--- config.mk ---
export PLATFORM = sky130hd
export DESIGN_NAME = rx_packer_ctrl_256
export DESIGN_NICKNAME = d
export VERILOG_FILES = /design/src/rtl/rx_packer_ctrl_256.sv
export SDC_FILE = /design/constraint.sdc
export NUM_CORES = 1
export LEC_CHECK = 0
export CAP_MARGIN = 20
export CORE_AREA = 2 2 236 238
export DETAILED_ROUTE_END_ITERATION = 16
export DIE_AREA = 0 0 238 240
export GPL_TIMING_DRIVEN = 0
export PLACE_DENSITY = 0.55
export SYNTH_ARGS = -nofsm -noshare
export SYNTH_HDL_FRONTEND = slang
export SYNTH_SLANG_ARGS = --single-unit
export TNS_END_PERCENT = 5
--- constraint.sdc ---
create_clock -name CLK -period 5.1 [get_ports CLK]
set_input_delay 1.53 -clock CLK [delete_from_list [all_inputs] [get_ports CLK]]
set_output_delay 1.53 -clock CLK [all_outputs]
set_load 0.02 [all_outputs]
--- src/rtl/rx_packer_ctrl_256.sv ---
// rx_packer_ctrl_256
// Runs one 256-bit packer per receive transfer. It latches the requested
// length and admits 32-bit-word beats only while the downstream FIFO has at
// least C_RESERVE free entries. The final beat is clamped to the words still
// owed. After the last beat it spaces DONE/ERR and FLUSH so the packer
// pipeline drains, waits for the packer to confirm the flush, and then pulses
// a completion report.
module rx_packer_ctrl_256 #(
  parameter int C_RESERVE     = 4,
  parameter int C_FLUSH_DELAY = 2,
  parameter int C_LEN_W       = 32
) (
  input  logic               CLK,
  input  logic               RST,
  input  logic               REQ,
  input  logic [C_LEN_W-1:0] REQ_LEN,
  output logic               REQ_READY,
  input  logic               ABORT,
  input  logic [255:0]       DATA_IN,
  input  logic [3:0]         DATA_IN_EN,
  output logic               DATA_READY,
  input  logic [7:0]         FIFO_FREE,
  output logic [255:0]       PK_DATA,
  output logic [3:0]         PK_DATA_EN,
  output logic               PK_DONE,
  output logic               PK_ERR,
  output logic               PK_FLUSH,
  input  logic               PK_FLUSHED,
  output logic               XFER_DONE,
  output logic [C_LEN_W-1:0] XFER_WORDS,
  output logic               XFER_ERR
);

  typedef enum logic [2:0] {
    S_IDLE         = 3'd0,
    S_ACTIVE       = 3'd1,
    S_FLUSH_WAIT   = 3'd2,
    S_FLUSH        = 3'd3,
    S_WAIT_FLUSHED = 3'd4,
    S_DONE         = 3'd5
  } state_t;

  localparam logic [7:0] RESERVE_B = 8'(C_RESERVE);
  // A delay of 0 or 1 still spends one cycle in FLUSH_WAIT.
  localparam logic [7:0] DLY_LAST  = (C_FLUSH_DELAY > 1) ? 8'(C_FLUSH_DELAY - 1) : 8'd0;
  localparam logic [3:0] MAX_EN    = 4'd8;
  localparam logic [C_LEN_W-1:0] LEN_ZERO = {C_LEN_W{1'b0}};

  state_t             state_r;
  state_t             state_s;
  logic [C_LEN_W-1:0] remain_r;
  logic [C_LEN_W-1:0] count_r;
  logic               err_r;
  logic [7:0]         dly_cnt_r;

  logic [255:0]       pk_data_r;
  logic [3:0]         pk_data_en_r;
  logic               pk_done_r;
  logic               pk_err_r;
  logic               pk_flush_r;
  logic               xfer_done_r;
  logic [C_LEN_W-1:0] xfer_words_r;
  logic               xfer_err_r;

  logic               req_ready_s;
  logic               req_take_s;
  logic               accept_s;
  logic               abort_s;
  logic               en_legal_s;
  logic               overrun_s;
  logic               bad_beat_s;
  logic               last_s;
  logic [3:0]         fwd_s;
  logic [C_LEN_W-1:0] en_wide_s;
  logic [C_LEN_W-1:0] fwd_wide_s;

  // Admission decision and clamp of the accepted beat against the words still owed.
  always_comb begin
    req_ready_s = (state_r == S_IDLE);
    req_take_s  = req_ready_s && REQ;
    accept_s    = (state_r == S_ACTIVE) && (FIFO_FREE >= RESERVE_B);
    abort_s     = (state_r == S_ACTIVE) && ABORT;
    en_legal_s  = (DATA_IN_EN <= MAX_EN);
    en_wide_s   = C_LEN_W'(DATA_IN_EN);
    overrun_s   = 1'b0;
    fwd_s       = 4'd0;
    if (!accept_s) begin
      fwd_s = 4'd0;
    end else if (!en_legal_s) begin
      fwd_s = 4'd0;
    end else if (en_wide_s > remain_r) begin
      // remain_r is below 8 here, so its low nibble holds the whole value.
      fwd_s     = remain_r[3:0];
      overrun_s = 1'b1;
    end else begin
      fwd_s = DATA_IN_EN;
    end
    fwd_wide_s = C_LEN_W'(fwd_s);
    bad_beat_s = accept_s && (!en_legal_s || overrun_s);
    // remain_r is never zero while ACTIVE, so equality means this beat finishes the transfer.
    last_s     = accept_s && (fwd_wide_s == remain_r);
  end

  // Next-state selection for the transfer sequencer.
  always_comb begin
    state_s = state_r;
    case (state_r)
      S_IDLE: begin
        if (req_take_s) begin
          if (REQ_LEN != LEN_ZERO) begin
            state_s = S_ACTIVE;
          end else begin
            state_s = S_DONE;
          end
        end else begin
          state_s = S_IDLE;
        end
      end
      S_ACTIVE: begin
        if (last_s || abort_s) begin
          state_s = S_FLUSH_WAIT;
        end else begin
          state_s = S_ACTIVE;
        end
      end
      S_FLUSH_WAIT: begin
        if (dly_cnt_r >= DLY_LAST) begin
          state_s = S_FLUSH;
        end else begin
          state_s = S_FLUSH_WAIT;
        end
      end
      S_FLUSH: begin
        state_s = S_WAIT_FLUSHED;
      end
      S_WAIT_FLUSHED: begin
        if (PK_FLUSHED) begin
          state_s = S_DONE;
        end else begin
          state_s = S_WAIT_FLUSHED;
        end
      end
      S_DONE: begin
        state_s = S_IDLE;
      end
      default: begin
        state_s = S_IDLE;
      end
    endcase
  end

  // State register.
  always_ff @(posedge CLK) begin
    if (RST) begin
      state_r <= S_IDLE;
    end else begin
      state_r <= state_s;
    end
  end

  // Flush spacing counter; it runs only while waiting out the packer pipeline.
  always_ff @(posedge CLK) begin
    if (RST) begin
      dly_cnt_r <= 8'd0;
    end else if (state_r == S_FLUSH_WAIT) begin
      dly_cnt_r <= dly_cnt_r + 8'd1;
    end else begin
      dly_cnt_r <= 8'd0;
    end
  end

  // Transfer bookkeeping: words still owed, words forwarded, sticky error.
  always_ff @(posedge CLK) begin
    if (RST) begin
      remain_r <= LEN_ZERO;
      count_r  <= LEN_ZERO;
      err_r    <= 1'b0;
    end else if (req_take_s) begin
      remain_r <= REQ_LEN;
      count_r  <= LEN_ZERO;
      err_r    <= 1'b0;
    end else if (state_r == S_ACTIVE) begin
      remain_r <= remain_r - fwd_wide_s;
      count_r  <= count_r + fwd_wide_s;
      if (bad_beat_s || abort_s) begin
        err_r <= 1'b1;
      end
    end
  end

  // Registered packer controls and completion report.
  always_ff @(posedge CLK) begin
    if (RST) begin
      pk_data_r    <= 256'd0;
      pk_data_en_r <= 4'd0;
      pk_done_r    <= 1'b0;
      pk_err_r     <= 1'b0;
      pk_flush_r   <= 1'b0;
      xfer_done_r  <= 1'b0;
      xfer_words_r <= LEN_ZERO;
      xfer_err_r   <= 1'b0;
    end else begin
      if (accept_s) begin
        pk_data_r <= DATA_IN;
      end
      pk_data_en_r <= fwd_s;
      pk_done_r    <= last_s || abort_s;
      pk_err_r     <= abort_s;
      pk_flush_r   <= (state_r == S_FLUSH);
      xfer_done_r  <= (state_r == S_DONE);
      if (state_r == S_DONE) begin
        xfer_words_r <= count_r;
        xfer_err_r   <= err_r;
      end
    end
  end

  assign REQ_READY  = req_ready_s;
  assign DATA_READY = accept_s;
  assign PK_DATA    = pk_data_r;
  assign PK_DATA_EN = pk_data_en_r;
  assign PK_DONE    = pk_done_r;
  assign PK_ERR     = pk_err_r;
  assign PK_FLUSH   = pk_flush_r;
  assign XFER_DONE  = xfer_done_r;
  assign XFER_WORDS = xfer_words_r;
  assign XFER_ERR   = xfer_err_r;

endmodule

# Word-level counts from Yosys, hierarchy flattened
# Index checks and enable logic that the tools add are counted.
classes:
  bitwise_logic: 1
  mux: 14
  order_cmp: 4
  n_addsub: 3
  n_reduce_logical: 15
  n_eq_ne: 6
ops:
  columns: ["op", "count"]
  rows:
  - ["32-bit 2-to-1 mux", 2]
  - ["32-bit by 4-bit adder with 32-bit output", 1]
  - ["4-bit by 32-bit equality test with 1-bit output", 1]
  - ["4-bit by 32-bit > comparator with 1-bit output", 1]
  - ["32-bit nonzero test", 1]
  - ["32-bit by 4-bit subtractor with 32-bit output", 1]
  - ["3-bit case mux with 5 select lines", 1]
  - ["4-bit 2-to-1 mux", 3]
  - ["8-bit by 1-bit adder with 8-bit output (second input constant)", 1]
  - ["8-bit by 1-bit >= comparator with 1-bit output (second input constant)", 1]
  - ["8-bit by 3-bit >= comparator with 1-bit output (second input constant)", 1]
  - ["3-bit by 2-bit equality test with 1-bit output (second input constant)", 2]
  - ["3-bit equality test (second input constant)", 2]
  - ["3-bit 2-to-1 mux", 2]
  - ["1-bit logical AND", 5]
  - ["1-bit 2-to-1 mux", 5]
  - ["4-bit <= comparator (second input constant)", 1]
  - ["2-bit OR reduction", 2]
  - ["3-bit by 1-bit equality test with 1-bit output (second input constant)", 1]
  - ["3-bit logical NOT", 1]
  - ["1-bit logical OR", 3]
  - ["2-bit 2-to-1 mux", 1]
  - ["2-bit AND reduction", 1]
  - ["2-bit nonzero test", 1]
  - ["other kinds (2)", 2]
totals:
  ff_bits: 373
  input_bits: 305
  out_inout_bits: 299

# Longest topological paths before layout
# Gate-level depths: netlist (run 1).
logic_depth:
  word_depth: 9
  depth_mapped: 15

# Worst setup path after synthesis (run 1)
# No wires, ideal clock.
synth_path:
  kind: "input port to flip-flop"
  startpoint: "input port DATA_IN_EN[1]"
  endpoint: "register remain_r[22]"
  cell_stages: 14
  slack_ps: 325
  required_ps: 4968
  setup_ps: 132
  path_buffers: 0
  arrival_ps: 4642
  path_cell_list: "ha_1 > nor2b_1 > o211a_1 > o21ai_0 > o21ai_0 > a21boi_0 > ha_1 > inv_1 > fa_1 > a21o_1 > a21o_1 > or4_1 > o311ai_0 > a21oi_1"
synth_via:
  elab_chain_cells: 7
  elab_cells_between_ends: 8
  cone_classes: "add/sub (1); order compare (2); mux (5)"
synth_lines:
  columns: ["element", "line_no", "rtl"]
  rows:
  - ["start, declared", "20", "input logic [3:0] DATA_IN_EN,"]
  - ["4-bit by 32-bit > comparator with 1-bit output", "91", "end else if (en_wide_s > remain_r) begin"]
  - ["4-bit 2-to-1 mux", "91", null]
  - ["4-bit 2-to-1 mux (*)", "89", "end else if (!en_legal_s) begin"]
  - ["4-bit 2-to-1 mux (*)", "87", "if (!accept_s) begin"]
  - ["net fwd_s[0]", "73", "logic [3:0] fwd_s;"]
  - ["32-bit by 4-bit subtractor with 32-bit output (*)", "183", "remain_r <= remain_r - fwd_wide_s;"]
  - ["32-bit 2-to-1 mux (*)", "182", "end else if (state_r == S_ACTIVE) begin"]
  - ["32-bit 2-to-1 mux (*)", "178", "end else if (req_take_s) begin"]
  - ["end signal, assigned", "183", null]
  - ["end, declared", "51", "logic [C_LEN_W-1:0] remain_r;"]
# Mark *: on every way through the listed nets, which the timed path passes. The rest lies on a longest branch. The select of a mux whose other input is x is not followed.
# A chain may end at the register's enable or synchronous reset.

# Final worst setup path (run 1)
layout_path:
  startpoint: "input port FIFO_FREE[5]"
  endpoint: "output port DATA_READY"
layout_via:
  elab_chain_cells: 2
layout_lines:
  columns: ["element", "line_no", "rtl"]
  rows:
  - ["start, declared", "22", "input logic [7:0] FIFO_FREE,"]
  - ["8-bit by 3-bit >= comparator with 1-bit output", "81", "accept_s = (state_r == S_ACTIVE) && (FIFO_FREE >= RESERVE_B);"]
  - ["1-bit logical AND", "81", null]
  - ["end, declared", "21", "output logic DATA_READY,"]
# Every way passes these cells.

==> reports/summary.txt, run 1 <==
Drt wl/cell - 19.5 µm
Ys flop type - dfxtp_1
Final Cycle Share - 0.986
Pwr per Cell Area - 367 nW/µm²
Critical path's top delay family - buffers and inverters
Top post-synthesis cells by area - dfxtp_1 (51%), nand2_1 (16%), a21oi_1 (11%)
Clock period minus worst slack - 5.03 ns
CP required - 3.57 ns
Area of the multi-input gates - 6510 µm²
Post-DP Area - 21400 µm²
Num Clock Sinks - 373
Chip width - 238 µm
CP endpoint kind - primary output
FF/Latch Area - 7470 µm²
Metal-1 WL - 25100 µm
GRT Total Usage - 0.208
Io pins - 604
Global placement routability congestion - 0.885
Psw - 2500 µW
CP endpoint - DATA_READY
CTS Buffer Depth - 3
Worst setup path startpoint - FIFO_FREE[5]
Clock-pin slew on the worst setup and hold paths - 0.06 ns
Drt pass-1 iters - 5
Worst hold path type - reg2reg
Area grow syn2layout - 58.5%
Post-synth top area cell - dfxtp_1
Maximum vdd drop - 233 µV
Register bit total from synthesis - 373
Die Ht - 240 µm
Antenna Nets Post-Route - 0
Via/cell ratio - 4.69
Worst skew pair latency - 0.57 ns
Post-synth EDFFs - 0
Async set-reset flop share out of synthesis - 0
WP depth - 6
Share of the synthesized area in the top cell type - 0.515
Nets@finish - 2789
Top Layer Used - met5
Unrepaired setup endpoints after global routing - true
Setup Viol. Count Final - 0
Max_slew headroom - 0.337
CP most frequent cell - clkdlybuf4s50_1
WL met3 - 5070 µm
Setup Skew - 0.0168 ns
Largest net degree at the start of global routing - 15
Global-route wire length before repair - 90700 µm
Root buf cell - clkbuf_16
Worst path slowest cell - clkdlybuf4s50_1
Register area share after synthesis - 0.515
Fin area - 23000 µm²
Endpoints failing hold - 0
Initial core utilization - 0.265
Fin. max-slew vios - 0
Leakage Power - 0.00785 µW
GRT overflow - 0
CP cell instances - clkdlybuf4s50_1, nor4_1, nand2_2, nand2_1, clkinv_2, clkdlybuf4s50_1
Max Freq - 199 MHz
Site Rows - 86
Mapped cell area - 14500 µm²
Max-cap check violation count - 0
Fin util - 0.421
Status - completed
Sequential share of power - 0.386
CTS tree - done
Switch share - 0.297
FILL cells - 5503
Starting DRT DRC Count - 773
Crit path arrival time - 3.50 ns
Hold WS - 0.454 ns
Crit Reg-Reg Startpoint - remain_r[16]
FF-to-FF setup slack - 0.50 ns
Port bufs - 600
Total wire length - 62600 µm
H-tree levels - 2
Initial antenna violation count - 5
Mapped Avg Cell Area - 7.97 µm²
Detailed Place HPWL - 48900 µm
Crit Path Max Fanout - 14
Routed vias - 15071
Ys Warns - 0
Share of cells above drive strength 1 - 0.0408
Synth cell types - 67
CORE AREA - 54700 µm²
Vias in the first global route - 14984
Combinational share of power - 0.217
Die area - 57100 µm²
Wire length on met2 - 29900 µm
CTS buffer count - 45
Clock share of power - 0.397
Syn_nets - 2143
Actual slew at the worst max-slew pin - 0.995 ns
Synth Instances - 1821
Critical path type - in2out
Startpoint types - input port
Reg2reg path depth - 14
Max stage delay on crit path - 0.64 ns
P_int - 5920 µW
Reg2reg end - remain_r[28]
DRC violations left - 0
CP Buf/Inv Count - 3
-- layout by cell type (no fill, tap or decap), drive strengths merged, types with 6 or more instances in the layout --
cell | Yosys | layout
nor3 | 19 | 19
nor2 | 48 | 48
clkdlybuf4s50 | 0 | 599
a31oi | 7 | 7
xor2 | 8 | 8
o211ai | 8 | 8
clkbuf | 122 | 190
inv | 19 | 20
or3 | 18 | 18
diode | 0 | 6
a21oi | 318 | 318
o22ai | 10 | 10
a22oi | 15 | 15
clkinv | 2 | 11
nor4 | 23 | 23
a211oi | 9 | 9
nand4 | 9 | 9
nand2 | 619 | 619
o21ai | 24 | 24
nand3 | 19 | 19
or4 | 7 | 7
a21boi | 8 | 8
ha | 15 | 15
dfxtp | 373 | 373
xnor2 | 30 | 30
-- metal layers --
layer / vias up / GRT usage
li1: 7440 / -
met1: 6951 / 0.241
met2: 552 / 0.353
met3: 124 / 0.0611
met4: 4 / 0.0945
met5: - / 0
-- repair_timing --
item	CTS	global route
buffers inserted	0	0
hold buffers	0	0
endpoints found under the setup margin	56	18
resized for setup	10	14
pin swaps	0	1
-- layout make-up --
class | instances | area share
sequential | 373 | 0.325
multi-input combinational | 1301 | 0.283
timing repair buffer | 600 | 0.261
clock buffer | 70 | 0.0606
tap | 704 | 0.0383
buffer | 125 | 0.0210
clock inverter | 13 | 0.00642
inverter | 21 | 0.00348
antenna | 6 | 0.000653
-- cell usage after synthesis (all sizes together), types with 4 or more instances --
cell and n:
a211o 5, a211oi 9, a21boi 8, a21o 4, a21oi 318, a221oi 4, a22oi 15, a31oi 7
and2 4, and3 5, and4 4, buf 4, clkbuf 122, dfxtp 373, ha 15, inv 19
nand2 619, nand3 19, nand4 9, nor2 48, nor2b 4, nor3 19, nor3b 4, nor4 23
nor4b 5, o211ai 8, o21a 5, o21ai 24, o22ai 10, or3 18, or4 7, xnor2 30
xor2 8
-- flip-flops by register name, indices dropped and copies added (netlist names) --
register and count:
PK_DATA 256, XFER_WORDS 32, count_r 32, remain_r 32, dly_cnt_r 8, PK_DATA_EN 4
state_r 3, PK_DONE 1, PK_ERR 1, PK_FLUSH 1, XFER_DONE 1, XFER_ERR 1
err_r 1
-- worst min-delay path, delay by kind of cell (launching register included) --
family | cells | cell delay, ns
compound gates | 1 | 0.05
flops | 1 | 0.30
simple gates | 1 | 0.05
-- power groups by stage --
| stage | clock network [µW] | logic, µW | registers (µW) |
|---|---|---|---|
| after floorplan | 0 | 696 | 3500 |
| after global placement | 0 | 1810 | 3300 |
| after detailed placement | 0 | 1820 | 3310 |
| after CTS | 3430 | 1830 | 3250 |
| after global routing | 3540 | 1970 | 3280 |
| final | 3340 | 1830 | 3250 |
-- metrics by stage --
step	TNS (ns)	setup WS (ns)	std cells	total power, µW
after floorplan	0	0.325	1821	4190
after global placement	-56.15	-1.35	3125	5110
after detailed placement	-57.18	-1.37	3125	5130
after CTS	0	0.0445	3207	8510
after global routing	-0.142	-0.0939	3210	8780
final	0	0.0718	3213	8430
-- logic make-up (layout without fill, tap and decap cells) --
logic type / Yosys count / count (layout) / share of synthesized area
buf+inv: 147 / 829 / 0.0382
flops: 373 / 373 / 0.515
other cells: 0 / 6 / 0
xor+xnor: 38 / 38 / 0.0229
mux: 1 / 1 / 0.000690
compound gates: 444 / 444 / 0.173
fa+ha+maj: 17 / 17 / 0.0157
simple gates: 801 / 801 / 0.234
-- worst min-delay path by stage --
stage | startpoint | end | slack (ns) | depth (start not counted)
after floorplan | err_r | XFER_ERR | 0.44 | 2
after global placement | PK_DATA[157] | PK_DATA[157] | 0.44 | 2
after detailed placement | PK_DATA[16] | PK_DATA[16] | 0.45 | 2
after CTS | PK_DATA[218] | PK_DATA[218] | 0.45 | 2
after global routing | PK_DATA[25] | PK_DATA[25] | 0.47 | 2
final | PK_DATA[18] | PK_DATA[18] | 0.45 | 2
Power figures use the tool's default switching activity.
==> inputs of run 2 (changes only) <==
- CTS_CLUSTER_SIZE: default -> 16
==> results of run 2 <==
No change in the layout: final DEF, timing and power equal those of run 1.
